$ cat src/rtl/video_pixel_pack.sv
// video_pixel_pack: RGB565 video stream packer.
// In RGB mode each active pixel passes through unchanged. In grey mode each
// pixel is reduced to an 8-bit luma byte and pixel pairs are packed into one
// 16-bit word. Line/frame counters and a sticky line-length error flag track
// the incoming timing. All data paths have a fixed two-register latency.
module video_pixel_pack #(
    parameter int H_ACTIVE = 1280,
    parameter int V_ACTIVE = 720
) (
    input  logic        video_clk,
    input  logic        rst_n,
    input  logic        grey_mode,
    input  logic        in_vs,
    input  logic        in_de,
    input  logic [15:0] in_data,
    output logic        out_vs,
    output logic        out_de,
    output logic [15:0] out_data,
    output logic        run_mode,
    output logic [10:0] line_cnt,
    output logic [15:0] frame_cnt,
    output logic        err_line
);

    localparam int          VS_DELAY = 2;
    localparam logic [10:0] H_LIMIT  = 11'(H_ACTIVE);
    localparam logic [10:0] V_LIMIT  = 11'(V_ACTIVE);
    localparam logic [10:0] CNT_MAX  = 11'h7FF;

    // Registered state
    logic [VS_DELAY-1:0] vs_pipe_reg;
    logic                vs_prev_reg;
    logic                de_prev_reg;
    logic                skip_reg;
    logic                phase_reg;
    logic [10:0]         pix_cnt_reg;
    logic [10:0]         line_cnt_reg;
    logic [15:0]         frame_cnt_reg;
    logic                run_mode_reg;
    logic                err_reg;
    logic [7:0]          even_y_reg;
    logic                s1_valid_reg;
    logic [15:0]         s1_data_reg;
    logic                out_de_reg;
    logic [15:0]         out_data_reg;

    // Next-state values
    logic                skip_next;
    logic                phase_next;
    logic [10:0]         pix_cnt_next;
    logic [10:0]         line_cnt_next;
    logic                err_next;
    logic                s1_valid_next;
    logic [15:0]         s1_data_next;

    // Decoded events
    logic                vs_rise;
    logic                pix_ok;
    logic                de_fall;
    logic                pad_word;

    // Luma path
    logic [4:0]          r_val;
    logic [5:0]          g_val;
    logic [4:0]          b_val;
    logic [12:0]         y_sum;
    logic [7:0]          y_byte;

    assign r_val  = in_data[15:11];
    assign g_val  = in_data[10:5];
    assign b_val  = in_data[4:0];
    // Worst case 31*76 + 63*75 + 31*29 = 7980, so 13 bits never overflow
    assign y_sum  = ({8'd0, r_val} * 13'd76) + ({7'd0, g_val} * 13'd75) + ({8'd0, b_val} * 13'd29);
    assign y_byte = y_sum[12:5];

    assign vs_rise  = in_vs & ~vs_prev_reg;
    // A frame start aborts any line in flight; skip_reg then masks the rest of
    // that burst (and any burst already running when reset was released).
    assign pix_ok   = in_de & ~skip_reg & ~vs_rise;
    // de_prev_reg tracks accepted pixels, so aborted bursts never produce a fall
    assign de_fall  = ~in_de & de_prev_reg;
    // Odd-length grey line: flush the held even byte with a zero high byte
    assign pad_word = de_fall & phase_reg & run_mode_reg & ~vs_rise;

    // Next-state logic for line tracking, counters and the error flag
    always_comb begin
        skip_next     = in_de & (skip_reg | vs_rise);
        phase_next    = pix_ok & run_mode_reg & ~phase_reg;
        pix_cnt_next  = 11'd0;
        line_cnt_next = line_cnt_reg;
        err_next      = err_reg;

        if (pix_ok) begin
            pix_cnt_next = (pix_cnt_reg == CNT_MAX) ? CNT_MAX : pix_cnt_reg + 11'd1;
        end

        if (vs_rise) begin
            line_cnt_next = 11'd0;
        end else if (de_fall && (line_cnt_reg != CNT_MAX)) begin
            line_cnt_next = line_cnt_reg + 11'd1;
        end

        // Frame start clears the flag and takes priority over any new violation
        if (vs_rise) begin
            err_next = 1'b0;
        end else if ((pix_ok && (pix_cnt_reg == H_LIMIT)) ||
                     (de_fall && (pix_cnt_reg != H_LIMIT)) ||
                     (de_fall && (line_cnt_reg == V_LIMIT))) begin
            err_next = 1'b1;
        end
    end

    // First pipeline stage: select passthrough pixel, packed pair or pad word
    always_comb begin
        s1_valid_next = 1'b0;
        s1_data_next  = 16'h0000;
        if (run_mode_reg) begin
            if (pix_ok && phase_reg) begin
                s1_valid_next = 1'b1;
                s1_data_next  = {y_byte, even_y_reg};
            end else if (pad_word) begin
                s1_valid_next = 1'b1;
                s1_data_next  = {8'h00, even_y_reg};
            end
        end else if (pix_ok) begin
            s1_valid_next = 1'b1;
            s1_data_next  = in_data;
        end
    end

    // Frame/line control state: edge history, mode latch, counters, error flag
    always_ff @(posedge video_clk or negedge rst_n) begin
        if (!rst_n) begin
            vs_prev_reg   <= 1'b0;
            de_prev_reg   <= 1'b0;
            skip_reg      <= 1'b1;  // ignore a burst already active at release
            phase_reg     <= 1'b0;
            pix_cnt_reg   <= 11'd0;
            line_cnt_reg  <= 11'd0;
            frame_cnt_reg <= 16'd0;
            run_mode_reg  <= 1'b0;
            err_reg       <= 1'b0;
            even_y_reg    <= 8'd0;
        end else begin
            vs_prev_reg  <= in_vs;
            de_prev_reg  <= pix_ok;
            skip_reg     <= skip_next;
            phase_reg    <= phase_next;
            pix_cnt_reg  <= pix_cnt_next;
            line_cnt_reg <= line_cnt_next;
            err_reg      <= err_next;
            if (vs_rise) begin
                run_mode_reg  <= grey_mode;
                frame_cnt_reg <= frame_cnt_reg + 16'd1;
            end
            if (pix_ok && run_mode_reg && !phase_reg) begin
                even_y_reg <= y_byte;
            end
        end
    end

    // Two-stage data pipeline and frame sync delay line
    always_ff @(posedge video_clk or negedge rst_n) begin
        if (!rst_n) begin
            vs_pipe_reg  <= '0;
            s1_valid_reg <= 1'b0;
            s1_data_reg  <= 16'h0000;
            out_de_reg   <= 1'b0;
            out_data_reg <= 16'h0000;
        end else begin
            vs_pipe_reg  <= {vs_pipe_reg[VS_DELAY-2:0], in_vs};
            s1_valid_reg <= s1_valid_next;
            s1_data_reg  <= s1_data_next;
            out_de_reg   <= s1_valid_reg;
            out_data_reg <= s1_valid_reg ? s1_data_reg : 16'h0000;
        end
    end

    assign out_vs    = vs_pipe_reg[VS_DELAY-1];
    assign out_de    = out_de_reg;
    assign out_data  = out_data_reg;
    assign run_mode  = run_mode_reg;
    assign line_cnt  = line_cnt_reg;
    assign frame_cnt = frame_cnt_reg;
    assign err_line  = err_reg;

endmodule
$ cat config.mk
export PLATFORM = sky130hd
export DESIGN_NAME = video_pixel_pack
export DESIGN_NICKNAME = d
export VERILOG_FILES = /design/src/rtl/video_pixel_pack.sv
export SDC_FILE = /design/constraint.sdc
export NUM_CORES = 1
export LEC_CHECK = 0
export BUFFER_PORTS_ARGS = -buffer_cell sky130_fd_sc_hd__buf_2
export CORE_MARGIN = 2
export CORE_UTILIZATION = 33
export CTS_BUF_LIST = sky130_fd_sc_hd__clkbuf_4 sky130_fd_sc_hd__clkbuf_8
export DETAILED_ROUTE_END_ITERATION = 10
export RECOVER_POWER = 100
export SYNTH_ARGS = -nofsm -noshare
export SYNTH_HDL_FRONTEND = slang
export SYNTH_SLANG_ARGS = --single-unit
$ cat constraint.sdc
create_clock -name video_clk -period 1.56 [get_ports video_clk]
set_input_delay 0.234 -clock video_clk [delete_from_list [all_inputs] [get_ports video_clk]]
set_output_delay 0.234 -clock video_clk [all_outputs]
set_load 0.005 [all_outputs]
==> flow_metrics.env, run 1 <==
export IMPL_fin_crit_sh_pct=257
export IMPL_hpwl_um=10300
export IMPL_crit_type="input pin to flip-flop"
export IMPL_rsz0062_at_grt="yes"
export IMPL_syn_inst=514
export IMPL_rows=47
export IMPL_wl_met2_um=6520
export IMPL_worst_slew_margin_rel_pct=58.4
export IMPL_track_usage_pct=15.2
export IMPL_pin_count=68
export IMPL_cts_root_buf="clkbuf_8"
export IMPL_highest_layer="met4"
export IMPL_routedWlPerCell_um=14.5
export IMPL_min_to="run_mode$_DFFE_PN0P_"
export IMPL_synth_nets=627
export IMPL_netlist_area_sq_um=5550
export IMPL_ys_seq_area_share_pct=39.3
export IMPL_yosys_warnings=0
export IMPL_drc=0
export IMPL_final_setup_skew_ns=0.00755
export IMPL_synth_seq_cells=87
export IMPL_cts_tree="built"
export IMPL_async_reset_ff_share_pct=100
export IMPL_max_freq_mhz=249
export IMPL_violations="setup timing"
export IMPL_synth_avg_cell_area_sq_um=10.8
export IMPL_synth_ff_type="dfrtp_1"
export IMPL_gp_congestion=0.875
export IMPL_setup_viol=29
export IMPL_hold_violations=0
export IMPL_r2r_start="pix_cnt_reg[3]$_DFF_PN0_"
export IMPL_final_nets=784
export IMPL_synth_edf_count=0
export IMPL_r2r_cells=6
export IMPL_placed_cells=872
export IMPL_final_cell_mix="dfrtp_1, inv_1, buf_4, ha_1, buf_2"
export IMPL_vias=4183
export IMPL_first_pass_iters=4
export IMPL_cts_path_max_buffers=2
export IMPL_drive_gt1_share_pct=32.0
export IMPL_clock_sinks=87
export IMPL_wl_um=13000
export IMPL_clk_pin_slew_ns=0.08
export IMPL_vias_per_cell=4.67
export IMPL_hp_class="input pin to flip-flop"
export IMPL_grt_ovfl_total=0
export IMPL_drtIter0Drc=142
export IMPL_rr_endpoint="pix_cnt_reg[5]$_DFF_PN0_"
export IMPL_antenna_found_initial=0
export IMPL_slew_viol_final=0
export IMPL_start_util_pct=33.6
export IMPL_crit_arrival_ns=4.26
export IMPL_p_per_area_nw_per_um2=1590
export IMPL_finalNonFillerCells=896
export IMPL_clk_latency_ns=0.35
export IMPL_crit_fanout=3
export IMPL_area_delta_synth_final_pct=33.3
export IMPL_power_total_mw=11.8
export IMPL_peakVddDrop_mv=1.08
export IMPL_port_buffer_count=67
export IMPL_leakage_nw=3.64
export IMPL_die_area_sq_um=17900
export IMPL_period_needed_ns=4.02
export IMPL_core_sq_um=16500
export IMPL_cts_buffers=9
export IMPL_worstSetupStartpointType="input pin"
export IMPL_min_delay_path_depth=3
export IMPL_grt_pass1_wl_um=21600
export IMPL_r2r_setup_slack_ns=-0.09
export IMPL_ant_nets=0
export IMPL_grt_pass1_vias=4488
export IMPL_diodes=0
export IMPL_dr_wl_met3_um=515
export IMPL_hp_start="grey_mode"
export IMPL_setup_ws_ns=-2.46
export IMPL_cts_max_level=3
export IMPL_grt_max_degree=28
export IMPL_status="finished, violations left"
export IMPL_die_y_um=134
export IMPL_worst_pin_slew_ns=0.623
export IMPL_worstPathRequired_ns=1.80
export IMPL_drt_met1_wl_um=5730
export IMPL_die_w_um=134
export IMPL_max_cap_violations=0
export IMPL_crit_start="in_data[0]"
export IMPL_synthDistinctLibCells=58
export IMPL_final_common_cell="dfrtp_1"
export IMPL_crit_path_end_kind="flip-flop"
export IMPL_holdWs_ns=0.100
Yosys cell counts (2+ instances only):
master    instances  area share [%]
dfrtp_1          86              39
inv_1            77             5.2
ha_1             59              13
nand2_1          34             2.3
fa_1             33              12
a21oi_1          24             2.2
nor2_1           21             1.4
xnor2_1          21             3.3
and2_1           18             2.0
xor2_1           17             2.7
nand3_1          16             1.4
a22o_1           14             2.2
nand4_1          11             1.2
and3_1            9             1.0
o21ai_0           8            0.72
mux2_2            5             1.0
nor2b_1           4            0.45
nor3_1            3            0.27
o21a_1            3            0.41
a21o_1            2            0.27
a21oi_2           2            0.32
a31oi_1           2            0.23
a32o_1            2            0.36
buf_2             2            0.18
clkbuf_1          2            0.14
inv_2             2            0.14
nand2b_1          2            0.23
nand4_4           2            0.77
o21ai_1           2            0.18
o21ai_2           2            0.32
o31a_1            2            0.32
critical path, cell delays in order:
cell	delay [ns]
buf_6	0.10
fa_1	0.49
fa_1	0.49
inv_1	0.05
fa_1	0.48
inv_1	0.05
fa_1	0.47
inv_1	0.05
fa_1	0.49
inv_2	0.05
ha_4	0.26
nand4_1	0.14
o211ai_1	0.28
buf_4	0.17
a21oi_4	0.06
xnor2_2	0.15
mux2_4	0.25
worst max path at each step:
stage	end	slack, ns
4_1_cts	even_y_reg[4]$_DFFE_PN0P_	-2.46
5_1_grt	even_y_reg[4]$_DFFE_PN0P_	-2.61
3_3_place_gp	s1_data_reg[15]$_DFF_PN0_	-2.82
3_5_place_dp	s1_data_reg[15]$_DFF_PN0_	-3.00
6_report	even_y_reg[4]$_DFFE_PN0P_	-2.46
2_1_floorplan	even_y_reg[3]$_DFFE_PN0P_	-2.54
routing by layer:
layer  track usage, %  vias up
met5                0        -
met4             5.26        0
met3             2.32       16
met2             26.7       81
met1             19.2     2053
li1                 -     2033
final cells by class:
cell class	instances	area, sq um
fillers	1591	9130
multi-input cells	343	3470
flip-flops and latches	87	2180
repair buffers	151	947
inverters	79	297
well taps	220	275
clock buffers	13	166
clock inverters	3	65.1
what timing repair did:
item                                   4_1_cts  5_1_grt
hold buffers                                 2        0
buffers inserted                             3        2
gates resized for setup                     26       43
pin swaps                                   26       40
endpoints found under the hold margin       24        0
cloned                                       0        1
setup endpoints to repair                   18       46
report_power, final:
group          internal (mW)  leakage (nW)  switching (mW)
sequential              2.50          1.17           0.197
clock                   1.02         0.120           0.739
combinational           3.54          2.35            3.77
total                   7.06          3.64            4.70
cells by family (layout without fill, tap and decap cells):
family	count (synthesis)	count (layout)	share of synthesized area, %
buffers and inverters	85	246	5.86
DFF	87	87	39.3
adders and majority gates	92	92	25.2
AOI/OAI and AO/OA	72	72	9.11
xor gates and xnor gates	38	38	6.00
muxes	5	5	1.01
and+or+nand+nor	135	136	13.6
stage by stage:
step	utilization, %	setup slack [ns]	area [sq um]	setup TNS, ns
final	44.7	-2.46	7390	-38.18
after global routing	44.7	-2.61	7390	-42.93
after CTS	44.3	-2.46	7320	-37.80
after detailed placement	41.9	-3.00	6930	-45.39
after global placement	41.9	-2.82	6930	-43.92
after floorplan	-	-2.54	5740	-39.02
Note: power is estimated with default switching activity, not from simulation.
==> inputs of run 2 (changes only) <==
Settings changed: CORE_ASPECT_RATIO from default to 1.75.
==> flow_metrics.env, run 2 (synthesis gave the netlist of run 1 again) <==
export IMPL_worst_slew_margin_rel_pct=37.5
export IMPL_max_cap_violations=0
export IMPL_path_buf_inv=5
export IMPL_leakage_nw=3.57
export IMPL_hpwl_um=11100
export IMPL_p_int_mw=6.71
export IMPL_r2r_cells=6
export IMPL_grt_pass1_wl_um=21600
export IMPL_worstPathRequired_ns=1.80
export IMPL_worstPathCellList="buf_8, fa_1, fa_1, inv_1, fa_1, inv_1, fa_1, inv_1, fa_1, inv_2, ha_4, nand4_1, o211ai_2, a31oi_1, xnor2_1, mux2_4"
export IMPL_final_common_cell="dfrtp_1"
export IMPL_slew_viol_final=0
export IMPL_rsz0062_at_grt="yes"
export IMPL_vias=4239
export IMPL_path_delay_family="adder cells"
export IMPL_period_needed_ns=4.02
export IMPL_crit_type="input pin to flip-flop"
export IMPL_cts_tree="built"
export IMPL_pin_count=68
export IMPL_peakVddDrop_mv=1.24
export IMPL_power_total_mw=11.1
export IMPL_diodes=0
export IMPL_core_sq_um=16400
export IMPL_cts_root_buf="clkbuf_8"
export IMPL_first_pass_iters=4
export IMPL_grt_met3_usage_pct=2.23
export IMPL_die_y_um=176
export IMPL_sw_frac_of_total_pct=39.6
export IMPL_die_w_um=102
export IMPL_path_depth=16
export IMPL_use_met2_pct=30.8
export IMPL_grt_max_degree=36
export IMPL_worst_pin_slew_ns=0.937
export IMPL_r2r_setup_slack_ns=-0.10
export IMPL_setup_viol=21
export IMPL_violations="setup timing"
export IMPL_final_setup_skew_ns=0.0108
export IMPL_wl_um=13400
export IMPL_busiest_layer="met2"
export IMPL_area_delta_synth_final_pct=31.4
export IMPL_max_stage_delay_ns=0.50
export IMPL_met1_usage_pct=16.0
export IMPL_crit_arrival_ns=4.26
export IMPL_routedWlPerCell_um=15.1
export IMPL_rows=62
export IMPL_cts_max_level=3
export IMPL_rr_endpoint="frame_cnt[4]$_DFFE_PN0P_"
export IMPL_grt_pass1_vias=4605
export IMPL_status="finished, violations left"
export IMPL_total_switching_power_mw=4.40
export IMPL_crit_start="in_data[1]"
export IMPL_vias_per_cell=4.75
export IMPL_crit_top_cell="fa_1"
export IMPL_die_area_sq_um=17900
export IMPL_clk_latency_ns=0.35
export IMPL_drc=0
export IMPL_gp_congestion=0.844
export IMPL_r2r_start="vs_pipe_reg[0]$_DFF_PN0_"
export IMPL_drive_gt1_share_pct=29.3
export IMPL_clk_pin_slew_ns=0.08
export IMPL_grt_ovfl_total=0
export IMPL_final_cell_mix="dfrtp_1, inv_1, buf_4, ha_1, buf_2"
export IMPL_antenna_found_initial=0
export IMPL_clock_sinks=87
export IMPL_cts_buffers=9
export IMPL_worstSetupStartpointType="input pin"
export IMPL_fin_crit_sh_pct=258
export IMPL_setup_tns_ns=-38.42
export IMPL_p_seq_share_pct=24.2
export IMPL_drtIter0Drc=130
export IMPL_crit_path_end_kind="flip-flop"
export IMPL_post_route_util_pct=44.3
export IMPL_hold_violations=0
export IMPL_ant_nets=0
export IMPL_crit_fanout=4
export IMPL_crit_end="even_y_reg[3]$_DFFE_PN0P_"
export IMPL_port_buffer_count=67
export IMPL_setup_ws_ns=-2.46
export IMPL_start_util_pct=33.7
export IMPL_final_nets=777
export IMPL_max_freq_mhz=249
export IMPL_power_frac_clock_pct=15.5
export IMPL_hp_class="input pin to flip-flop"
export IMPL_crit_slowest_cell="fa_1"
export IMPL_cts_path_max_buffers=2
export IMPL_combinationalPowerShare_pct=60.3
export IMPL_p_per_area_nw_per_um2=1520
export IMPL_track_usage_pct=15.4
[run 2: cell types whose count changed in the layout (fill, tap and decap cells not counted), sizes merged]
| cell | before | now |
|---|---|---|
| buf | 115 | 105 |
| inv | 79 | 80 |
| clkinvlp | 0 | 1 |
[run 2: worst min-delay path by stage]
stage	from	end	slack, ns	cells after the start
floorplan	rst_n	de_prev_reg$_DFF_PN0_	-0.06	0
finish	grey_mode	run_mode$_DFFE_PN0P_	0.1	3
detailed placement	rst_n	frame_cnt[14]$_DFFE_PN0P_	0.12	1
global route	grey_mode	run_mode$_DFFE_PN0P_	0.1	3
global placement	rst_n	frame_cnt[14]$_DFFE_PN0P_	0.12	1
CTS	grey_mode	run_mode$_DFFE_PN0P_	0.07	3
[run 2: worst reg2reg max path, stage by stage, from the launching register on]
cell and delay (ns):
dfrtp_1 0.39, clkbuf_4 0.14, nor2b_1 0.14, clkbuf_1 0.23, clkbuf_2 0.35, nand4_1 0.16
xnor2_1 0.14
[run 2: cell type report]
cell class / count / area, sq um
Fill cell: 1610 / 9160
Multi-Input combinational cell: 343 / 3420
Sequential cell: 87 / 2180
Timing Repair Buffer: 144 / 897
Inverter: 79 / 297
Tap cell: 224 / 280
Clock buffer: 10 / 138
Clock inverter: 5 / 81.3
[run 2: through the flow]
step	cells	worst slack, ns	hold slack [ns]	instance area, sq um
after detailed placement	871	-2.96	0.121	6900
after floorplan	514	-2.54	-0.0616	5740
after CTS	889	-2.46	0.0681	7190
final	892	-2.46	0.0997	7290
after global placement	871	-2.86	0.119	6900
after global routing	892	-2.58	0.0990	7290
[run 2: what timing repair did]
item                       CTS  global route
pin swaps                   16            27
hold buffers                 2             0
gates cloned                 0             1
hold endpoints to repair    16             0
buffers inserted             1             2
resized for setup           12            33
setup endpoints to repair   18            34
[run 2: power groups by stage]
stage          combinational (mW)  clock, mW  sequential [mW]
3_5_place_dp                 6.09          0             2.72
4_1_cts                      6.37       1.77             2.68
2_1_floorplan                4.14          0             2.70
6_report                     6.70       1.72             2.69
3_3_place_gp                 5.88          0             2.71
5_1_grt                      7.43       1.86             2.72
[run 2: metal layers]
layer / up-vias / share of wire (%)
met4: 0 / 1.2
li1: 2012 / -
met5: - / 0
met2: 88 / 58
met1: 2124 / 38
met3: 15 / 2.8
==> inputs of run 3 (changes only) <==
Settings changed: SETUP_SLACK_MARGIN from default to 0.3, SKIP_LAST_GASP from default to 1.
==> flow_metrics.env, run 3 (synthesis gave the netlist of run 1 again) <==
export IMPL_final_common_cell="dfrtp_1"
export IMPL_ant_nets=0
export IMPL_grt_pass1_vias=4780
export IMPL_final_setup_skew_ns=0.00819
export IMPL_nFillCells=1550
export IMPL_worstPathRequired_ns=1.80
export IMPL_power_frac_clock_pct=14.8
export IMPL_hold_violations=0
export IMPL_max_stage_delay_ns=0.50
export IMPL_fin_crit_sh_pct=261
export IMPL_post_route_util_pct=47.2
export IMPL_crit_top_cell="fa_1"
export IMPL_clk_pin_slew_ns=0.08
export IMPL_setup_viol=51
export IMPL_final_nets=801
export IMPL_worst_pin_slew_ns=0.696
export IMPL_peakVddDrop_mv=0.886
export IMPL_diodes=0
export IMPL_cts_tree="built"
export IMPL_max_cap_violations=0
export IMPL_worst_slew_margin_rel_pct=53.6
export IMPL_core_sq_um=16400
export IMPL_crit_arrival_ns=4.32
export IMPL_drive_gt1_share_pct=36.8
export IMPL_area_delta_synth_final_pct=39.9
export IMPL_slew_viol_final=0
export IMPL_start_util_pct=33.7
export IMPL_cts_max_level=3
export IMPL_rsz0062_at_grt="yes"
export IMPL_multi_input_comb_area_sq_um=3580
export IMPL_rows=62
export IMPL_post_place_ws_ns=-3.04
export IMPL_pin_count=68
export IMPL_cts_root_buf="clkbuf_8"
export IMPL_routedWlPerCell_um=15.6
export IMPL_drtIter0Drc=131
export IMPL_first_pass_iters=5
export IMPL_sw_frac_of_total_pct=40.9
export IMPL_antenna_found_initial=0
export IMPL_ff_latch_area_sq_um=2180
export IMPL_die_y_um=176
export IMPL_vias=4368
export IMPL_crit_fanout=3
export IMPL_die_w_um=102
export IMPL_grt_max_degree=34
export IMPL_hpwl_um=10700
export IMPL_crit_path_end_kind="flip-flop"
export IMPL_cts_path_max_buffers=2
export IMPL_combinationalPowerShare_pct=61.8
export IMPL_worstPathCellList="buf_6, fa_1, fa_1, inv_1, fa_1, inv_1, fa_1, inv_1, fa_1, inv_2, ha_4, nand4_1, o211ai_1, buf_4, a21oi_4, xnor2_2, mux2_4"
export IMPL_hp_class="input pin to flip-flop"
export IMPL_path_delay_family="adder cells"
export IMPL_vias_per_cell=4.76
export IMPL_period_needed_ns=4.08
export IMPL_max_freq_mhz=245
export IMPL_crit_slowest_cell="fa_1"
export IMPL_violations="setup timing"
export IMPL_clk_latency_ns=0.35
export IMPL_drc=0
export IMPL_grt_ovfl_total=0
export IMPL_crit_type="input pin to flip-flop"
export IMPL_p_per_area_nw_per_um2=1490
export IMPL_setup_ws_ns=-2.52
export IMPL_die_area_sq_um=17900
export IMPL_grt_pass1_wl_um=22900
export IMPL_p_seq_share_pct=23.3
export IMPL_p_int_mw=6.85
export IMPL_status="finished, violations left"
export IMPL_worstSetupStartpointType="input pin"
export IMPL_path_buf_inv=6
export IMPL_leakage_nw=3.78
export IMPL_wl_um=14300
export IMPL_total_switching_power_mw=4.74
export IMPL_final_cell_mix="dfrtp_1, buf_4, inv_1, ha_1"
export IMPL_cts_buffers=9
export IMPL_track_usage_pct=16.3
export IMPL_r2r_setup_slack_ns=-0.13
export IMPL_port_buffer_count=67
export IMPL_clock_sinks=87
export IMPL_gp_congestion=0.838
==> run 3: repair_timing <==
item,4_1_cts,5_1_grt
resized for setup,82,39
pin swaps,58,35
hold endpoints to repair,25,0
hold buffers,1,0
endpoints found under the setup margin,62,69
gates cloned,2,0
setup buffers,28,11
==> run 3: worst paths after layout <==
kind	start	end	depth (start not counted)
setup reg to reg	vs_pipe_reg[0]$_DFF_PN0_	frame_cnt[3]$_DFFE_PN0P_	6
setup / recovery	in_data[1]	even_y_reg[4]$_DFFE_PN0P_	17
min in group asynchronous	rst_n	frame_cnt[0]$_DFFE_PN0P_	2
hold / removal	in_vs	vs_pipe_reg[0]$_DFF_PN0_	1
max in group asynchronous	rst_n	line_cnt[1]$_DFFE_PN0P_	3
hold reg to reg	s1_data_reg[1]$_DFF_PN0_	out_data[1]$_DFF_PN0_	1
==> run 3: final cells by class <==
type | instances | area share, %
timing repair buffer | 168 | 15.4
inverter | 79 | 3.82
multi-input combinational | 343 | 46.2
clock inverter | 6 | 1.19
clock buffer | 10 | 1.69
tap | 224 | 3.61
sequential | 87 | 28.1
==> run 3: power by group through the flow <==
| stage | registers, mW | logic (mW) | clock network [mW] |
|---|---|---|---|
| 3_5_place_dp | 2.74 | 6.10 | 0 |
| 4_1_cts | 2.70 | 6.93 | 1.78 |
| 6_report | 2.71 | 7.17 | 1.72 |
| 5_1_grt | 2.73 | 7.86 | 1.88 |
| 2_1_floorplan | 2.71 | 4.15 | 0 |
| 3_3_place_gp | 2.73 | 5.94 | 0 |
==> run 3: worst reg2reg max path, cell delays in order, from the launching register on <==
cell and delay (ns):
dfrtp_1 0.38, clkbuf_1 0.10, nor2b_1 0.41, clkdlybuf4s15_1 0.31
buf_8 0.12, nand4_1 0.12, xnor2_1 0.15
==> run 3: per-layer routing <==
layer / track usage (%) / routed length (um) / vias to the layer above
met2: 32.3 / 8390 / 109
met3: 2.43 / 442 / 19
met1: 16.9 / 5180 / 2179
met5: 0 / 0 / -
li1: - / - / 2061
met4: 5.11 / 278 / 0
==> run 3: per-stage QoR <==
stage | total power, mW | cell area, sq um | hold WS [ns] | setup TNS, ns | std cells
floorplan | 6.86 | 5810 | -0.0616 | -39.02 | 514
global route | 12.5 | 7760 | 0.0186 | -45.51 | 917
global placement | 8.67 | 6880 | 0.192 | -45.00 | 859
finish | 11.6 | 7760 | 0.0454 | -39.95 | 917
detailed placement | 8.84 | 6880 | 0.193 | -45.98 | 859
CTS | 11.4 | 7720 | 0.0310 | -37.85 | 906
